[config.mk]
export PLATFORM = sky130hd
export DESIGN_NAME = microcode_executor
export DESIGN_NICKNAME = d
export VERILOG_FILES = /design/src/rtl/microcode_executor.sv
export SDC_FILE = /design/constraint.sdc
export NUM_CORES = 1
export LEC_CHECK = 0
export BUFFER_PORTS_ARGS = -buffer_cell sky130_fd_sc_hd__buf_4
export CAP_MARGIN = 15
export CORE_UTILIZATION = 55
export CTS_CLUSTER_SIZE = 24
export DETAILED_ROUTE_END_ITERATION = 6
export PLACE_DENSITY = 0.8
export SLEW_MARGIN = 5
export SYNTH_ARGS = -nofsm -noshare
export SYNTH_HDL_FRONTEND = slang
export SYNTH_SLANG_ARGS = --single-unit
[constraint.sdc]
create_clock -name fclk -period 3.51 [get_ports fclk]
set_input_delay 0.1755 -clock fclk [delete_from_list [all_inputs] [get_ports fclk]]
set_output_delay 0.1755 -clock fclk [all_outputs]
set_load 0.01 [all_outputs]
[src/rtl/microcode_executor.sv]
// Executes one sequencer control word per accepted cycle on the 65C02 register set,
// and runs the two-cycle vector fetch that loads PC from $FFFA/$FFFC/$FFFE.
module microcode_executor #(
  parameter logic [7:0] RESET_SP  = 8'hFF,
  parameter logic [7:0] RESET_PSR = 8'h34
) (
  input  logic        fclk,
  input  logic        resb,
  input  logic        cw_valid,
  output logic        cw_ready,
  input  logic [3:0]  signal_set,
  input  logic [7:0]  data_bus_set,
  input  logic [5:0]  address_bus_set,
  input  logic [15:0] load_store_execute,
  input  logic [9:0]  inc_dec_clr,
  input  logic [7:0]  status_flags,
  input  logic [4:0]  vector_operations,
  input  logic [7:0]  alu_result,
  input  logic [7:0]  alu_flags,
  input  logic [7:0]  din,
  output logic [7:0]  dout,
  output logic [15:0] addr,
  output logic        rwb,
  output logic        sync,
  output logic        vpb,
  output logic        mlb,
  output logic [7:0]  reg_a,
  output logic [7:0]  reg_x,
  output logic [7:0]  reg_y,
  output logic [7:0]  reg_sp,
  output logic [7:0]  reg_psr,
  output logic [7:0]  reg_ir,
  output logic [15:0] reg_pc
);

  localparam int unsigned DW = 8;
  localparam int unsigned AW = 16;

  localparam logic [3:0] R_Y     = 4'h0;
  localparam logic [3:0] R_X     = 4'h1;
  localparam logic [3:0] R_SP    = 4'h2;
  localparam logic [3:0] R_ALU   = 4'h3;
  localparam logic [3:0] R_A     = 4'h4;
  localparam logic [3:0] R_PCL   = 4'h5;
  localparam logic [3:0] R_PCH   = 4'h6;
  localparam logic [3:0] R_IDL   = 4'h7;
  localparam logic [3:0] R_DBUFF = 4'h8;
  localparam logic [3:0] R_PSR   = 4'h9;

  localparam logic [DW-1:0] PSR_BIT5 = 8'h20;

  typedef enum logic [1:0] {
    IDLE   = 2'd0,
    VEC_LO = 2'd1,
    VEC_HI = 2'd2
  } state_e;

  state_e        state_q, state_d;
  logic [DW-1:0] a_q, a_d, x_q, x_d, y_q, y_d, sp_q, sp_d;
  logic [DW-1:0] psr_q, psr_d, ir_q, ir_d, idl_q, idl_d, dbuff_q, dbuff_d;
  logic [AW-1:0] pc_q, pc_d, vec_q, vec_d;

  logic [DW-1:0] bus_c;
  logic [DW-1:0] addr_hi_c, addr_lo_c;
  logic          accept_c;
  logic [3:0]    dst_c;
  logic [AW-1:0] vec_sel_c;
  logic          unused_c;

  // Mixed inc/dec helper: simultaneous inc and dec leaves the value alone
  function automatic logic [DW-1:0] step8(input logic [DW-1:0] v, input logic inc,
                                          input logic dec);
    logic [DW-1:0] r;
    r = v;
    if (inc && !dec) r = DW'(v + 8'd1);
    if (dec && !inc) r = DW'(v - 8'd1);
    return r;
  endfunction

  assign cw_ready = (state_q == IDLE);
  assign accept_c = cw_valid && cw_ready;
  assign dst_c    = data_bus_set[3:0];

  assign unused_c = ^{load_store_execute[15], load_store_execute[13:6],
                      load_store_execute[4], load_store_execute[1:0]};

  // Internal bus source mux
  always_comb begin
    bus_c = '0;
    case (data_bus_set[7:4])
      R_Y:     bus_c = y_q;
      R_X:     bus_c = x_q;
      R_SP:    bus_c = sp_q;
      R_ALU:   bus_c = alu_result;
      R_A:     bus_c = a_q;
      R_PCL:   bus_c = pc_q[7:0];
      R_PCH:   bus_c = pc_q[15:8];
      R_IDL:   bus_c = idl_q;
      R_DBUFF: bus_c = dbuff_q;
      R_PSR:   bus_c = psr_q | PSR_BIT5;
      default: bus_c = '0;
    endcase
  end

  always_comb begin
    addr_hi_c = '0;
    addr_lo_c = '0;
    case (address_bus_set[5:3])
      3'b010:  addr_hi_c = 8'h01;
      3'b110:  addr_hi_c = idl_q;
      3'b101:  addr_hi_c = pc_q[15:8];
      default: addr_hi_c = '0;
    endcase
    case (address_bus_set[2:0])
      3'b010:  addr_lo_c = sp_q;
      3'b110:  addr_lo_c = idl_q;
      3'b101:  addr_lo_c = pc_q[7:0];
      3'b000:  addr_lo_c = y_q;
      3'b001:  addr_lo_c = x_q;
      3'b011:  addr_lo_c = alu_result;
      default: addr_lo_c = '0;
    endcase
  end

  always_comb begin
    vec_sel_c = 16'hFFFE;
    if (vector_operations[3])      vec_sel_c = 16'hFFFC;
    else if (vector_operations[2]) vec_sel_c = 16'hFFFA;
  end

  // External strobes and buses; reset forces the quiescent values
  always_comb begin
    addr = pc_q;
    rwb  = 1'b1;
    sync = 1'b0;
    vpb  = 1'b1;
    mlb  = 1'b1;
    dout = '0;
    if (resb) begin
      case (state_q)
        IDLE: begin
          if (cw_valid) begin
            addr = {addr_hi_c, addr_lo_c};
            rwb  = signal_set[0];
            sync = signal_set[2];
            mlb  = ~signal_set[1];
            vpb  = ~signal_set[3];
            dout = bus_c;
          end
        end
        VEC_LO: begin
          addr = vec_q;
          vpb  = 1'b0;
        end
        VEC_HI: begin
          addr = AW'(vec_q + 16'd1);
          vpb  = 1'b0;
        end
        default: addr = pc_q;
      endcase
    end
  end

  // Next-state: word execution in IDLE, PC byte loads during the vector fetch
  always_comb begin
    state_d = state_q;
    a_d     = a_q;
    x_d     = x_q;
    y_d     = y_q;
    sp_d    = sp_q;
    psr_d   = psr_q;
    ir_d    = ir_q;
    idl_d   = idl_q;
    dbuff_d = dbuff_q;
    pc_d    = pc_q;
    vec_d   = vec_q;
    case (state_q)
      IDLE: begin
        if (accept_c) begin
          if (dst_c == R_A)               a_d = bus_c;
          else if (load_store_execute[2]) a_d = alu_result;
          else                            a_d = step8(a_q, inc_dec_clr[8], inc_dec_clr[7]);

          x_d  = (dst_c == R_X)  ? bus_c : step8(x_q,  inc_dec_clr[6], inc_dec_clr[5]);
          y_d  = (dst_c == R_Y)  ? bus_c : step8(y_q,  inc_dec_clr[4], inc_dec_clr[3]);
          sp_d = (dst_c == R_SP) ? bus_c : step8(sp_q, inc_dec_clr[2], inc_dec_clr[1]);

          if (inc_dec_clr[0])      idl_d = '0;
          else if (dst_c == R_IDL) idl_d = bus_c;

          if (dst_c == R_DBUFF)           dbuff_d = bus_c;
          else if (load_store_execute[5]) dbuff_d = din;

          if (load_store_execute[14]) ir_d = din;

          // A bus write to either PC byte suppresses the increment entirely
          if (dst_c == R_PCL)      pc_d[7:0]  = bus_c;
          else if (dst_c == R_PCH) pc_d[15:8] = bus_c;
          else if (inc_dec_clr[9]) pc_d       = AW'(pc_q + 16'd1);

          if (dst_c == R_PSR)             psr_d = bus_c;
          else if (load_store_execute[3]) psr_d = (psr_q & ~status_flags) | (alu_flags & status_flags);
          if (vector_operations[0]) begin
            psr_d[2] = 1'b1;
            psr_d[3] = 1'b0;
          end
          psr_d = psr_d | PSR_BIT5;

          if (vector_operations[4]) begin
            state_d = VEC_LO;
            vec_d   = vec_sel_c;
          end
        end
      end
      VEC_LO: begin
        pc_d[7:0] = din;
        state_d   = VEC_HI;
      end
      VEC_HI: begin
        pc_d[15:8] = din;
        state_d    = IDLE;
      end
      default: state_d = IDLE;
    endcase
  end

  always_ff @(posedge fclk or negedge resb) begin
    if (!resb) begin
      state_q <= IDLE;
      a_q     <= '0;
      x_q     <= '0;
      y_q     <= '0;
      sp_q    <= RESET_SP;
      psr_q   <= RESET_PSR | PSR_BIT5;
      ir_q    <= '0;
      idl_q   <= '0;
      dbuff_q <= '0;
      pc_q    <= '0;
      vec_q   <= '0;
    end else begin
      state_q <= state_d;
      a_q     <= a_d;
      x_q     <= x_d;
      y_q     <= y_d;
      sp_q    <= sp_d;
      psr_q   <= psr_d;
      ir_q    <= ir_d;
      idl_q   <= idl_d;
      dbuff_q <= dbuff_d;
      pc_q    <= pc_d;
      vec_q   <= vec_d;
    end
  end

  assign reg_a   = a_q;
  assign reg_x   = x_q;
  assign reg_y   = y_q;
  assign reg_sp  = sp_q;
  assign reg_psr = psr_q | PSR_BIT5;
  assign reg_ir  = ir_q;
  assign reg_pc  = pc_q;

endmodule

# --- Word-level counts from Yosys, hierarchy flattened ---
# Cells that the tools add are included.
word_totals:
  ff_bits: 97
  latch_bits: 0
  mem_count: 0
  romBits: 0
  ramBits: 0
  in_bits: 84
op_classes:
  bitwise: 6
  n_addsub: 10
  eq_ne: 33
  reduce_logical: 45
  n_shift: 0
  mux: 54
  order_cmp: 0
  multipliers: 0
  div: 0
ops:
  columns: ["cell", "count"]
  rows:
  - ["2-to-1 mux 8 bit", 26]
  - ["one-hot mux 8 bit (10 select lines)", 1]
  - ["2-to-1 mux 16 bit", 4]
  - ["one-hot mux 16 bit (3 select lines)", 1]
  - ["one-hot mux 8 bit (6 select lines)", 1]
  - ["adder 16 x 1 -> 16 bit, second input constant", 2]
  - ["adder 8 x 1 -> 8 bit, second input constant", 4]
  - ["== test 4 x 3 -> 1 bit, second input constant", 8]
  - ["one-hot mux 8 bit (2 select lines)", 2]
  - ["subtractor 8 x 1 -> 8 bit, second input constant", 4]
  - ["AND reduction 3 bit", 10]
  - ["one-hot mux 8 bit (3 select lines)", 1]
  - ["bitwise AND 8 bit", 2]
  - ["== test 4 bit, second input constant", 4]
  - ["== test 3 bit, second input constant", 4]
  - ["== test 4 x 2 -> 1 bit, second input constant", 3]
  - ["nonzero test 3 bit", 4]
  - ["2-to-1 mux 1 bit", 11]
  - ["nonzero test 2 bit", 5]
  - ["== test 3 x 2 -> 1 bit, second input constant", 3]
  - ["logical AND 1 bit", 9]
  - ["== test 4 x 1 -> 1 bit, second input constant", 2]
  - ["logical NOT 1 bit", 8]
  - ["logical NOT 4 bit", 2]
  - ["other kinds (20)", 27]

# --- Longest topological paths before layout ---
logic_depth:
  ltp_word: 6
  depth_mapped: 10
  depth_no_buf: 10

# --- Worst setup path after synthesis ---
# Ideal clock, no wire load.
synth_path:
  kind: "reg2reg"
  start: "reg sp_q[1], in the netlist reg_sp[1]"
  end: "reg sp_q[7], in the netlist reg_sp[7]"
  path_buffers: 0
  period_less_slack_ns: 1.988
  setup_slack_ns: 1.522
  stages_incl_launch_ff: 8
  t_arrival_ns: 1.924
  cell_sequence: "dfstp_2 > ha_1 > a21oi_1 > o211ai_1 > o31ai_1 > xnor2_1 > or4_1 > nand3_1"
synth_between:
  elab_chain_len: 4
  elab_cells_between_ends: 5
synth_rtl:
  columns: ["element", "line_no", "rtl"]
  rows:
  - ["start: declaration", "59", "logic [DW-1:0] a_q, a_d, x_q, x_d, y_q, y_d, sp_q, sp_d;"]
  - ["start signal: assignment", "245", "sp_q <= sp_d;"]
  - ["adder 8 x 1 -> 8 bit", "75", "if (inc && !dec) r = DW'(v + 8'd1);"]
  - ["2-to-1 mux 8 bit", "75", null]
  - ["2-to-1 mux 8 bit (*)", "76", "if (dec && !inc) r = DW'(v - 8'd1);"]
  - ["2-to-1 mux 8 bit (*)", "186", "sp_d = (dst_c == R_SP) ? bus_c : step8(sp_q, inc_dec_clr[2], inc_dec_clr[1]);"]
# Mark *: on every way between the ends. The rest lies on a longest branch, timed or not. The select of a mux whose other input is x is not followed.
# A chain may end at the register's enable or synchronous reset.

# --- Final worst setup path ---
layout_path:
  start: "reg state_q[1]"
  end: "out addr[13]"
layout_between:
  elab_chain_len: 3
  elab_cells_between_ends: 5
layout_rtl:
  columns: ["element", "line_no", "rtl"]
  rows:
  - ["start: declaration", "58", "state_e state_q, state_d;"]
  - ["start signal: assignment", "241", "state_q <= state_d;"]
  - ["== test 2 bit, or another cell as far along", "140", "case (state_q)"]
  - ["one-hot mux 16 bit (3 select lines) (*)", "140", null]
  - ["2-to-1 mux 16 bit (*)", "139", "if (resb) begin"]
  - ["end: declaration", "22", "output logic [15:0] addr,"]
# Mark *: on every way between the ends. The rest lies on a longest branch, timed or not.

==> impl_metrics.tcl <==
set metrics [dict create \
    clkSinkCount 84 \
    insertion_delay_ns 0.36 \
    power_density_mw_per_mm2 626 \
    drt-pass1-iter-count 6 \
    die_w_um 118 \
    max_stage_delay_ns 0.81 \
    yosys_warnings 0 \
    crit_path_max_fanout 20 \
    vdd_ir_drop_max_mv 0.414 \
    dr_total_vias 8080 \
    maxCapViolations 0 \
    drv_slew 0 \
    slew_headroom_pct 33.7 \
    antenna_found_initial 0 \
    crit_chain "or3b_1, nor3b_1, and2_1, a221oi_1, a21oi_1, buf_4" \
    endpoint_kind "primary output" \
    dp_slack_ns 0.995 \
    grt_pass1_vias 7408 \
    syn_area_mm2 0.00746 \
    clockRootBuffer "clkbuf_16" \
    n_antenna_cell 0 \
    routedWlPerCell_um 21.8 \
    grt_pass1_wl_um 41900 \
    placed_cell_area_mm2 0.00865 \
    drive_gt1_share_pct 22.2 \
    drc 0 \
    seq_area_frac_synth_pct 28.4 \
    ys_ff_latch 84 \
    fmax_mhz 335 \
    cts_hold_buf 1 \
    core_mm2 0.0132 \
    ff2ff_setup_slack_ns 0.94 \
    power_leakage_nw 3.91 \
    hold_violations 0 \
    yosysTopAreaCell "dfrtp_1" \
    area_growth_pct 20.5 \
    clk_pin_slew_ns 0.07 \
    criticalPathCategory "reg2out" \
    rsz0062_at_grt "no" \
    finalSetupViolations 0 \
    synth_top_area_share_pct 24.8 \
    final.setup.tns_ns 0 \
    fin_crit_ns 2.98 \
    synthCells 924 \
    crit_family "simple AND/OR/NAND/NOR gates" \
    post-route-util_pct 67.9 \
    die_area_mm2 0.0140 \
    dp_hpwl_um 19800 \
    gp_congestion 1.01 \
    fin_ws_ns 0.527 \
    grt_max_degree 51 \
    num_rows 42 \
    yosys-top-cells-area "dfrtp_1 (25%), o21ai_0 (5.6%), a21oi_1 (5.4%), nand2_1 (4.7%), ha_1 (4.4%)" \
    synthTopCellsByCount "nand2_1 (93), o21ai_0 (84), a21oi_1 (81), nor2_1 (81), dfrtp_1 (74)" \
    overflow 0 \
    post_cts_buffers 0 \
    power_mw 5.63 \
    initial_core_util_pct 56.3 \
    critPathArrivalTime_ns 2.81 \
    place_inst 1214 \
    yosysMostFrequentCell "nand2_1" \
    ctsHtreeMaxLevel 3 \
    worst-path-buf-inv 1 \
    postLayoutCellArea_mm2 0.00899 \
    grt_usage_pct 38.8 \
    nNetsFinal 1164 \
    die_height_um 118 \
    synth_fp_nets 1038 \
    cts.path.max_buffers 2 \
    holdWs_ns 0.0255 \
    viasPerCell 6.56 \
    max_slew.worst_pin.slew_ns 0.995 \
    ios 177 \
    synth_edf_count 0 \
    syn_avg_cell_area_um2 8.07 \
    numCtsBuffers 9 \
    drt_iter0_drc 1158 \
    postRouteAntennaNets 0 \
    ys_types 86 \
    cts_tree "done" \
    synthFlopType "dfrtp_1" \
    status "finished clean" \
    fin_crit_sh_pct 85.0 \
    clock_skew_ns 0.00752 \
    wl_um 26900 \
    fin_cells 1231 \
    port_buffers 160 \
    hold_path_class "in2reg" \
    critical_path.slowest_cell "or3b_1" \
    crit_path_start_kind "register" \
    ys_async_sr_fraction_pct 100 \
    critical_path_required_ns 3.33 \
    ctsResizeCount 0 \
]
[final timing paths]
kind	from	endpoint	cells past startpoint
setup / recovery	state_q[1]	addr[13]	6
hold / removal	vector_operations[3]	vec_q[1]	2
setup reg to reg	state_q[1]	reg_y[7]	6
hold reg to reg	dbuff_q[0]	dbuff_q[0]	2
max in group asynchronous	resb	reg_x[7]	3
min in group asynchronous	resb	reg_ir[4]	3
[report_power, final]
part           internal (mW)  total (mW)  switching [mW]
Combinational           1.24        2.67            1.43
Sequential              1.29        1.89           0.598
Clock                  0.634        1.07           0.438
Total                   3.16        5.63            2.47
[registers in the layout (all words and copies together), names as in the netlist]
name,count
dbuff_q,8
idl_q,8
psr_q,7
reg_a,8
reg_ir,8
reg_pc,16
reg_sp,8
reg_x,8
reg_y,8
state_q,2
vec_q,3
[layout by cell type (no fill, tap or decap), types with 9 or more instances in the layout]
master / count
a22oi_1: 14
mux2_2: 10
a22o_1: 9
and3_1: 12
nand2_1: 93
inv_1: 35
o31ai_1: 9
dfrtp_1: 74
o211ai_1: 10
nand3_1: 36
buf_4: 168
nor3_1: 10
nor2_1: 81
a211oi_1: 18
o21ai_0: 84
xnor2_1: 18
xor2_1: 13
nand2b_1: 21
dfstp_2: 10
a221oi_1: 12
mux2i_1: 28
o21ai_1: 10
nor2b_1: 13
a21oi_1: 81
ha_1: 26
nand3b_1: 18
clkbuf_16: 9
[worst reg2reg max path, cell delays in order (launching register included)]
cell     delay [ns]
dfrtp_1        0.53
nor2_2         0.30
and2_1         0.42
buf_4          0.38
o21ai_2        0.25
or4_1          0.52
nand3_1        0.10
[cell families after synthesis]
family          after synthesis  share of synthesized area [%]
fa+ha+maj                    30                           5.44
mux                          38                           5.27
flops                        84                           28.4
xor+xnor                     31                           3.64
other cells                   1                         0.0503
compound gates              313                           27.7
buf+inv                      90                           5.69
simple gates                337                           23.9
[layout make-up]
| type | instances | area, µm² |
|---|---|---|
| Clock inverter | 7 | 103 |
| Tap cell | 176 | 220 |
| Sequential cell | 84 | 2110 |
| Fill cell | 1154 | 4250 |
| Clock buffer | 9 | 225 |
| Inverter | 36 | 135 |
| Timing Repair Buffer | 169 | 1270 |
| Multi-Input combinational cell | 750 | 4920 |
[per-layer routing]
metal / track usage [%] / up-vias / routed length [µm]
li1: - / 3672 / -
met1: 54.1 / 3811 / 11000
met2: 58.2 / 506 / 11900
met3: 8.30 / 91 / 3040
met4: 16.2 / 0 / 985
met5: 0 / - / 0
(Power assumes the default switching activity.)
